[src/rtl/display_scanner_pkg.sv]
// display_pkg: shared types and constants for the display_scanner slice.
//   state_e   - scanner FSM states
//   R/G/B_LSB - bit offsets of the colour fields inside a 24-bit pixel word
//   PIXEL_W   - pixel word width
//   rgb_bits  - picks one BCM plane bit from each colour field of a pixel
package display_pkg;

    typedef enum logic [2:0] {
        IDLE,
        SHIFT,
        BLANK,
        LATCH,
        DISPLAY
    } state_e;

    localparam int R_LSB   = 16;
    localparam int G_LSB   = 8;
    localparam int B_LSB   = 0;
    localparam int PIXEL_W = 24;

    // Returns {r, g, b} bits of bit-plane p of pixel word w.
    function automatic logic [2:0] rgb_bits(logic [PIXEL_W-1:0] w, logic [2:0] p);
        logic [7:0] r;
        logic [7:0] g;
        logic [7:0] b;
        r = w[R_LSB +: 8];
        g = w[G_LSB +: 8];
        b = w[B_LSB +: 8];
        return {r[p], g[p], b[p]};
    endfunction

endpackage

[src/rtl/display_scanner_bcm_timer.sv]
// display_bcm_timer: loadable down-counter that times the DISPLAY (oe_n low)
// period of one BCM bit plane.
//   clk, rst_n   - clock, asynchronous active-low reset
//   load         - load the period for 'plane' (asserted in the LATCH cycle)
//   run          - count down (asserted while in DISPLAY)
//   plane        - current bit plane
//   brightness   - global dimming factor (only with DISPLAY_SCANNER_BRIGHTNESS_EN)
//   active       - period not yet exhausted (panel may be lit)
//   done         - this is the last DISPLAY cycle
// Optional feature macro: DISPLAY_SCANNER_BRIGHTNESS_EN.
module display_bcm_timer
    import display_pkg::*;
#(
    parameter int bits    = 8,
    parameter int on_unit = 1,
    parameter int PLANE_W = 3
) (
    input  logic               clk,
    input  logic               rst_n,
    input  logic               load,
    input  logic               run,
    input  logic [PLANE_W-1:0] plane,
`ifdef DISPLAY_SCANNER_BRIGHTNESS_EN
    input  logic [7:0]         brightness,
`endif
    output logic               active,
    output logic               done
);

    localparam int CNT_W = $clog2((on_unit << (bits - 1)) + 1);

    logic [CNT_W-1:0] cnt_q, cnt_d;

    always_ff @(posedge clk or negedge rst_n) begin
        if (!rst_n) begin
            cnt_q <= '0;
        end else begin
            cnt_q <= cnt_d;
        end
    end

    always_comb begin
        cnt_d = cnt_q;
        if (load) begin
`ifdef DISPLAY_SCANNER_BRIGHTNESS_EN
            cnt_d = CNT_W'(((32'(brightness) + 32'd1) * (32'(on_unit) << plane)) >> 8);
`else
            cnt_d = CNT_W'(32'(on_unit) << plane);
`endif
        end else if (run && cnt_q != '0) begin
            cnt_d = cnt_q - CNT_W'(1);
        end
    end

    // A zero-length period still occupies one DISPLAY cycle, with the panel dark.
    assign active = (cnt_q != '0);
    assign done   = (cnt_q <= CNT_W'(1));

endmodule

[src/rtl/display_scanner.sv]
// display_scanner: reads the displayed frame buffer and drives a dual-scan
// HUB75-style panel with binary-code-modulated colour.
//   clk, rst_n          - clock, asynchronous active-low reset
//   enable              - run request, sampled at frame start
//   rrow, rcol / rdata  - memory read port; rdata is registered (1-cycle latency)
//   r0,g0,b0 / r1,g1,b1 - upper / lower half pixel bits
//   addr, sclk, latch, oe_n - panel row address, shift clock, latch, output enable
//   frame_done          - one-cycle pulse once a full frame has been shown
//   brightness          - dimming factor (only with DISPLAY_SCANNER_BRIGHTNESS_EN)
// Optional feature macro: DISPLAY_SCANNER_BRIGHTNESS_EN.
module display_scanner
    import display_pkg::*;
#(
    parameter int rows    = 16,
    parameter int columns = 32,
    parameter int bits    = 8,
    parameter int on_unit = 1
) (
    input  logic                         clk,
    input  logic                         rst_n,
    input  logic                         enable,
`ifdef DISPLAY_SCANNER_BRIGHTNESS_EN
    input  logic [7:0]                   brightness,
`endif
    output logic [$clog2(rows)-1:0]      rrow,
    output logic [$clog2(columns)-1:0]   rcol,
    input  logic [23:0]                  rdata,
    output logic                         r0,
    output logic                         g0,
    output logic                         b0,
    output logic                         r1,
    output logic                         g1,
    output logic                         b1,
    output logic [$clog2(rows/2)-1:0]    addr,
    output logic                         sclk,
    output logic                         latch,
    output logic                         oe_n,
    output logic                         frame_done
);

    localparam int ROW_W  = $clog2(rows / 2);
    localparam int RROW_W = $clog2(rows);
    localparam int COL_W  = $clog2(columns);
    localparam int PL_W   = (bits > 1) ? $clog2(bits) : 1;

    localparam logic [ROW_W-1:0]  LAST_ROW   = ROW_W'(rows / 2 - 1);
    localparam logic [COL_W-1:0]  LAST_COL   = COL_W'(columns - 1);
    localparam logic [PL_W-1:0]   LAST_PLANE = PL_W'(bits - 1);
    localparam logic [RROW_W-1:0] HALF       = RROW_W'(rows / 2);

    state_e               state_q, state_d;
    logic [ROW_W-1:0]     row_q, row_d;
    logic [PL_W-1:0]      plane_q, plane_d;
    logic [COL_W-1:0]     col_q, col_d;
    logic [1:0]           phase_q, phase_d;
    logic [PIXEL_W-1:0]   upper_q, upper_d;
    logic [5:0]           pix_q, pix_d;
    logic [RROW_W-1:0]    rrow_q, rrow_d;
    logic [COL_W-1:0]     rcol_q, rcol_d;
    logic [ROW_W-1:0]     addr_q, addr_d;
    logic                 fd_q, fd_d;
`ifdef DISPLAY_SCANNER_BRIGHTNESS_EN
    logic [7:0]           bright_q, bright_d;
`endif

    logic                 tmr_load, tmr_run, tmr_active, tmr_done;
    logic [RROW_W-1:0]    rd_row;
    logic [5:0]           shift_pix;

    // Phase 0 reads the upper-half row, later phases the lower-half row.
    assign rd_row    = (phase_q == 2'd0) ? RROW_W'(row_q) : RROW_W'(row_q) + HALF;
    // Upper word was captured in phase 1; lower word is on rdata during phase 2.
    assign shift_pix = {rgb_bits(upper_q, 3'(plane_q)), rgb_bits(rdata, 3'(plane_q))};
    assign tmr_load  = (state_q == LATCH);
    assign tmr_run   = (state_q == DISPLAY);

    display_bcm_timer #(
        .bits    (bits),
        .on_unit (on_unit),
        .PLANE_W (PL_W)
    ) u_timer (
        .clk        (clk),
        .rst_n      (rst_n),
        .load       (tmr_load),
        .run        (tmr_run),
        .plane      (plane_q),
`ifdef DISPLAY_SCANNER_BRIGHTNESS_EN
        .brightness (bright_q),
`endif
        .active     (tmr_active),
        .done       (tmr_done)
    );

    always_ff @(posedge clk or negedge rst_n) begin
        if (!rst_n) begin
            state_q  <= IDLE;
            row_q    <= '0;
            plane_q  <= '0;
            col_q    <= '0;
            phase_q  <= '0;
            upper_q  <= '0;
            pix_q    <= '0;
            rrow_q   <= '0;
            rcol_q   <= '0;
            addr_q   <= '0;
            fd_q     <= 1'b0;
`ifdef DISPLAY_SCANNER_BRIGHTNESS_EN
            bright_q <= '0;
`endif
        end else begin
            state_q  <= state_d;
            row_q    <= row_d;
            plane_q  <= plane_d;
            col_q    <= col_d;
            phase_q  <= phase_d;
            upper_q  <= upper_d;
            pix_q    <= pix_d;
            rrow_q   <= rrow_d;
            rcol_q   <= rcol_d;
            addr_q   <= addr_d;
            fd_q     <= fd_d;
`ifdef DISPLAY_SCANNER_BRIGHTNESS_EN
            bright_q <= bright_d;
`endif
        end
    end

    always_comb begin
        state_d  = state_q;
        row_d    = row_q;
        plane_d  = plane_q;
        col_d    = col_q;
        phase_d  = phase_q;
        upper_d  = upper_q;
        pix_d    = pix_q;
        rrow_d   = rrow_q;
        rcol_d   = rcol_q;
        addr_d   = addr_q;
        fd_d     = 1'b0;
`ifdef DISPLAY_SCANNER_BRIGHTNESS_EN
        bright_d = bright_q;
`endif
        case (state_q)
            IDLE: begin
                if (enable) begin
                    state_d  = SHIFT;
                    row_d    = '0;
                    plane_d  = '0;
                    col_d    = '0;
                    phase_d  = '0;
`ifdef DISPLAY_SCANNER_BRIGHTNESS_EN
                    bright_d = brightness;
`endif
                end
            end
            SHIFT: begin
                rrow_d  = rd_row;
                rcol_d  = col_q;
                phase_d = phase_q + 2'd1;
                if (phase_q == 2'd1) upper_d = rdata;
                if (phase_q == 2'd2) pix_d = shift_pix;
                if (phase_q == 2'd3) begin
                    if (col_q == LAST_COL) begin
                        col_d   = '0;
                        state_d = BLANK;
                    end else begin
                        col_d = col_q + COL_W'(1);
                    end
                end
            end
            BLANK: state_d = LATCH;
            LATCH: begin
                state_d = DISPLAY;
                addr_d  = row_q;
            end
            DISPLAY: begin
                if (tmr_done) begin
                    state_d = SHIFT;
                    if (plane_q != LAST_PLANE) begin
                        plane_d = plane_q + PL_W'(1);
                    end else begin
                        plane_d = '0;
                        if (row_q == LAST_ROW) begin
                            // Frame boundary: the only point where enable is honoured.
                            row_d = '0;
                            fd_d  = 1'b1;
                            if (!enable) state_d = IDLE;
`ifdef DISPLAY_SCANNER_BRIGHTNESS_EN
                            bright_d = brightness;
`endif
                        end else begin
                            row_d = row_q + ROW_W'(1);
                        end
                    end
                end
            end
            default: state_d = IDLE;
        endcase
    end

    always_comb begin
        sclk       = 1'b0;
        latch      = 1'b0;
        oe_n       = 1'b1;
        addr       = addr_q;
        rrow       = rrow_q;
        rcol       = rcol_q;
        frame_done = fd_q;
        {r0, g0, b0, r1, g1, b1} = pix_q;
        case (state_q)
            SHIFT: begin
                rrow = rd_row;
                rcol = col_q;
                sclk = (phase_q == 2'd3);
                if (phase_q == 2'd2) {r0, g0, b0, r1, g1, b1} = shift_pix;
            end
            LATCH:   begin
                latch = 1'b1;
                addr  = row_q;
            end
            DISPLAY: oe_n = !tmr_active;
            default: ;
        endcase
    end

endmodule
[config.mk]
export PLATFORM = sky130hd
export DESIGN_NAME = display_scanner
export DESIGN_NICKNAME = d
export VERILOG_FILES = /design/src/rtl/display_scanner_pkg.sv /design/src/rtl/display_scanner_bcm_timer.sv /design/src/rtl/display_scanner.sv
export SDC_FILE = /design/constraint.sdc
export NUM_CORES = 1
export LEC_CHECK = 0
export BUFFER_PORTS_ARGS = -buffer_cell sky130_fd_sc_hd__buf_2
export CORE_AREA = 2 2 100 83
export CTS_CLUSTER_SIZE = 40
export DETAILED_ROUTE_END_ITERATION = 8
export DIE_AREA = 0 0 102 85
export GPL_TIMING_DRIVEN = 0
export MAX_ROUTING_LAYER = met4
export PLACE_DENSITY = 0.71
export RECOVER_POWER = 25
export SYNTH_ARGS = -nofsm -noshare
export SYNTH_HDL_FRONTEND = slang
export SYNTH_SLANG_ARGS = --single-unit
[constraint.sdc]
create_clock -name clk -period 2.2 [get_ports clk]
set_clock_uncertainty 0.15 [all_clocks]
set_input_delay 0.33 -clock clk [delete_from_list [all_inputs] [get_ports clk]]
set_output_delay 0.33 -clock clk [all_outputs]
set_load 0.005 [all_outputs]
==> key figures <==
Routing
  • Routed metal-1 wire length: 3.96 mm
  • Met2 wire length: 4.84 mm
  • # DRC: 0
  • First-pass iteration count of the detailed router: 4
  • Via total after detailed routing: 2943
  • Post-detailed-routing wire length: 9.37 mm
  • Iteration-0 DRC count of the detailed router: 154
  • Number of antenna-violating nets in the routed design: 0
  • Average wire per cell in the routed design: 17.1 um
  • Detail Route met3 WL: 436 um
  • Highest metal layer with signal wires: met4
  • Number of vias per cell after detailed routing: 5.37

Synthesis
  • Dominant cell type by area after synthesis: sky130_fd_sc_hd__dfrtp_1
  • Total of flip-flops plus latches after synthesis: 67
  • Sequential cell area fraction in the yosys report: 48.0%
  • Top cell type's share of synthesized area: 48.0%
  • Nets in the synthesized netlist: 357
  • Count of flip-flops with a built-in enable after synthesis: 0
  • Gate count of the mapped netlist: 313
  • Top area cells in the synthesized netlist: sky130_fd_sc_hd__dfrtp_1, sky130_fd_sc_hd__mux2_2, sky130_fd_sc_hd__mux4_2
  • FFs w/ async S/R, synth: 100%
  • Number of distinct library cells after synthesis: 48
  • Synthesized area per cell: 11.2 sq um
  • Top flip-flop cell by instance count after synthesis: sky130_fd_sc_hd__dfrtp_1
  • Yosys synthesis warning count: 0
  • Synth Cell Area: 3490 sq um

Power
  • Final total power: 4.85 mW
  • Leakage dissipation: 2.44 nW
  • Total power density per cell area: 972 nW/um^2
  • Worst vdd rail ir drop: 0.581 mV

Placement
  • Final weighted congestion of routability-driven global placement: 0.848
  • Port Buffers: 48
  • Dpl ws: -0.402 ns
  • Post-detail-place hpwl: 5.30 mm
  • Post-detailed-placement cell area: 3870 sq um
  • Cell count after placement: 469

STA
  • Min setup slack post-route: -0.251 ns
  • Slew Limit Fails: 0
  • Transition time at the pin with the least slew margin: 0.902 ns
  • RSZ-0062 raised after global routing: true
  • Number of endpoints with negative hold slack in the final report: 0
  • WHS: 0.0962 ns
  • Fin crit share: 111%
  • Final critical path time including I/O delays and setup: 2.45 ns
  • Relative slew slack: 39.8%
  • Setup-failing EPs final: 19
  • Maximum clock frequency: 0.408 GHz
  • Aggregate negative setup slack: -2.03 ns

Clock tree
  • Total clock buffers created by CTS: 9
  • Root Buffer: sky130_fd_sc_hd__clkbuf_8
  • Clock sink total: 67
  • Clock latency on the worst-skew pair: 0.33 ns
  • Longest Clk Path Bufs: 2
  • Clock transition at the register clock pins on the worst setup and hold paths after CTS: 0.07 ns
  • Clock tree from TritonCTS: built
  • CTS H-tree depth: 3

Critical path
  • Startpoint of the most critical setup path: plane_q[1]
  • Data arrival at the endpoint of the critical path: 1.97 ns
  • Source of the worst register-to-register timing path: u_timer.cnt_q[2]
  • Required time of the worst setup path: 1.72 ns
  • Startpoint kind of the worst setup timing path: flop
  • Maximum fanout count along the critical path: 8
  • Worst Path Class, Setup: flop to primary output
  • Crit path capture type: primary output

Worst hold path
  • Hold Path Origin: rdata[21]
  • Worst hold path class: input pin to flop

Final layout
  • Fin area: 4980 sq um
  • Number of diodes added for antenna fixing: 0
  • Fraction of layout cells with a size suffix above 1: 51.4%
  • P&R area growth vs syn: 42.6%
  • Final standard cell count with taps included and fillers excluded: 548
  • # nets final: 479
  • Post-layout utilization of the core: 64.8%

Outcome
  • Violations in the final reports: setup timing
  • Status: finished, violations left

Floorplanning
  • Vert. Die Dim: 85 um
  • Core region area: 7690 sq um
  • Area of the die: 8670 sq um
  • Initial core utilization: 45.4%
  • Width of the chip: 102 um
  • Top Ports: 49
  • Site Rows: 29

Global routing
  • Maximum number of pins on one net before global-route repair: 68
  • First-pass GRT wire length: 13.9 mm
  • Initial antenna violation count: 0
  • GRT Util Overall: 21.3%
  • Final global-route overflow total: 0
  • Vias in the first global route: 2921

Flow run
  • Max capacitance violation total: 0
where the power goes:
part	switching [mW]	total (mW)	internal, mW
logic	0.775	1.77	0.995
registers	0.251	1.88	1.63
clock network	0.460	1.19	0.735
total	1.49	4.85	3.36
state kept, by name, indices dropped and copies added, names as in the netlist, 4 cells and up:
name / flops
col_q: 5
pix_q: 6
rcol_q: 5
rrow_q: 4
u_timer.cnt_q: 8
upper_q: 24
metal layers:
metal	vias to the layer above	track usage, %
met3	15	5.52
met1	1465	28.6
met5	-	-
li1	1372	-
met2	91	32.1
met4	0	6.30
path summary, 6_finish.rpt:
kind | to | depth (start not counted) | slack (ns)
max in group asynchronous | u_timer.cnt_q[2] | 2 | 0.72
max reg2reg | row_q[0] | 4 | -0.10
min reg2reg | addr_q[1] | 2 | 0.33
max | r0 | 6 | -0.25
min | upper_q[21] | 2 | 0.1
min in group asynchronous | rcol_q[2] | 2 | 0.55
logic make-up (layout without fill, tap and decap cells):
kind of cell	after synthesis	count (layout)	share of synthesized area, %
AND/OR/NAND/NOR	99	99	14.0
AO/OA/AOI/OAI	54	54	9.56
adder cells (fa/ha/maj)	17	17	6.09
buffers and inverters	27	154	2.94
XOR/XNOR	2	2	0.501
flip-flops	67	67	48.0
multiplexers	47	47	18.9
layout make-up:
class | count | area, sq um
clock buffer | 13 | 169
fill | 568 | 2710
tap | 108 | 135
multi-input combinational | 219 | 1950
timing repair buffer | 113 | 805
inverter | 12 | 53.8
buffer | 13 | 128
clock inverter | 3 | 68.8
sequential | 67 | 1680
what timing repair did:
action,in CTS,in global routing
buffers inserted,52,23
endpoints found under the hold margin,67,0
pin swaps,25,7
gates cloned,1,0
gates resized for setup,70,48
setup endpoints to repair,54,52
hold buffers,1,0
critical path, cell delays in order (launching register included):
cell and delay [ns]:
sky130_fd_sc_hd__dfrtp_1 0.37, sky130_fd_sc_hd__clkbuf_8 0.15, sky130_fd_sc_hd__buf_12 0.13, sky130_fd_sc_hd__mux4_2 0.51
sky130_fd_sc_hd__mux2i_1 0.22, sky130_fd_sc_hd__a21oi_1 0.12, sky130_fd_sc_hd__buf_2 0.14
cells in the mapped netlist, types with 2 or more instances:
master	instances
sky130_fd_sc_hd__a21o_1	2
sky130_fd_sc_hd__dfrtp_1	67
sky130_fd_sc_hd__clkbuf_1	12
sky130_fd_sc_hd__mux4_2	12
sky130_fd_sc_hd__inv_1	10
sky130_fd_sc_hd__nor3_1	4
sky130_fd_sc_hd__nand2b_1	4
sky130_fd_sc_hd__mux2_4	2
sky130_fd_sc_hd__a211oi_1	2
sky130_fd_sc_hd__nand3_1	6
sky130_fd_sc_hd__nor3b_1	4
sky130_fd_sc_hd__mux2_2	25
sky130_fd_sc_hd__or3_1	2
sky130_fd_sc_hd__nand2_1	47
sky130_fd_sc_hd__o21ai_0	9
sky130_fd_sc_hd__and2_1	3
sky130_fd_sc_hd__ha_1	17
sky130_fd_sc_hd__xnor2_1	2
sky130_fd_sc_hd__mux2i_1	8
sky130_fd_sc_hd__nor4_1	2
sky130_fd_sc_hd__buf_1	2
sky130_fd_sc_hd__a21oi_1	26
sky130_fd_sc_hd__or2_2	2
sky130_fd_sc_hd__inv_2	2
sky130_fd_sc_hd__nor2_1	13
sky130_fd_sc_hd__o311ai_0	4
sky130_fd_sc_hd__a22o_1	3
cells in the final DEF (no fill, tap or decap), drive strengths merged, types with 3 or more instances in the layout:
cell,instances
nand2b,4
mux4,12
o21ai,9
nor2,13
dfrtp,67
a21oi,26
clkbuf,23
mux2i,8
inv,11
nand2,47
mux2,27
and2,3
buf,115
o311ai,4
nand3,6
a22o,3
ha,17
nor3,4
or3,3
nor3b,4
No activity file was read; power rests on OpenSTA's default activity.
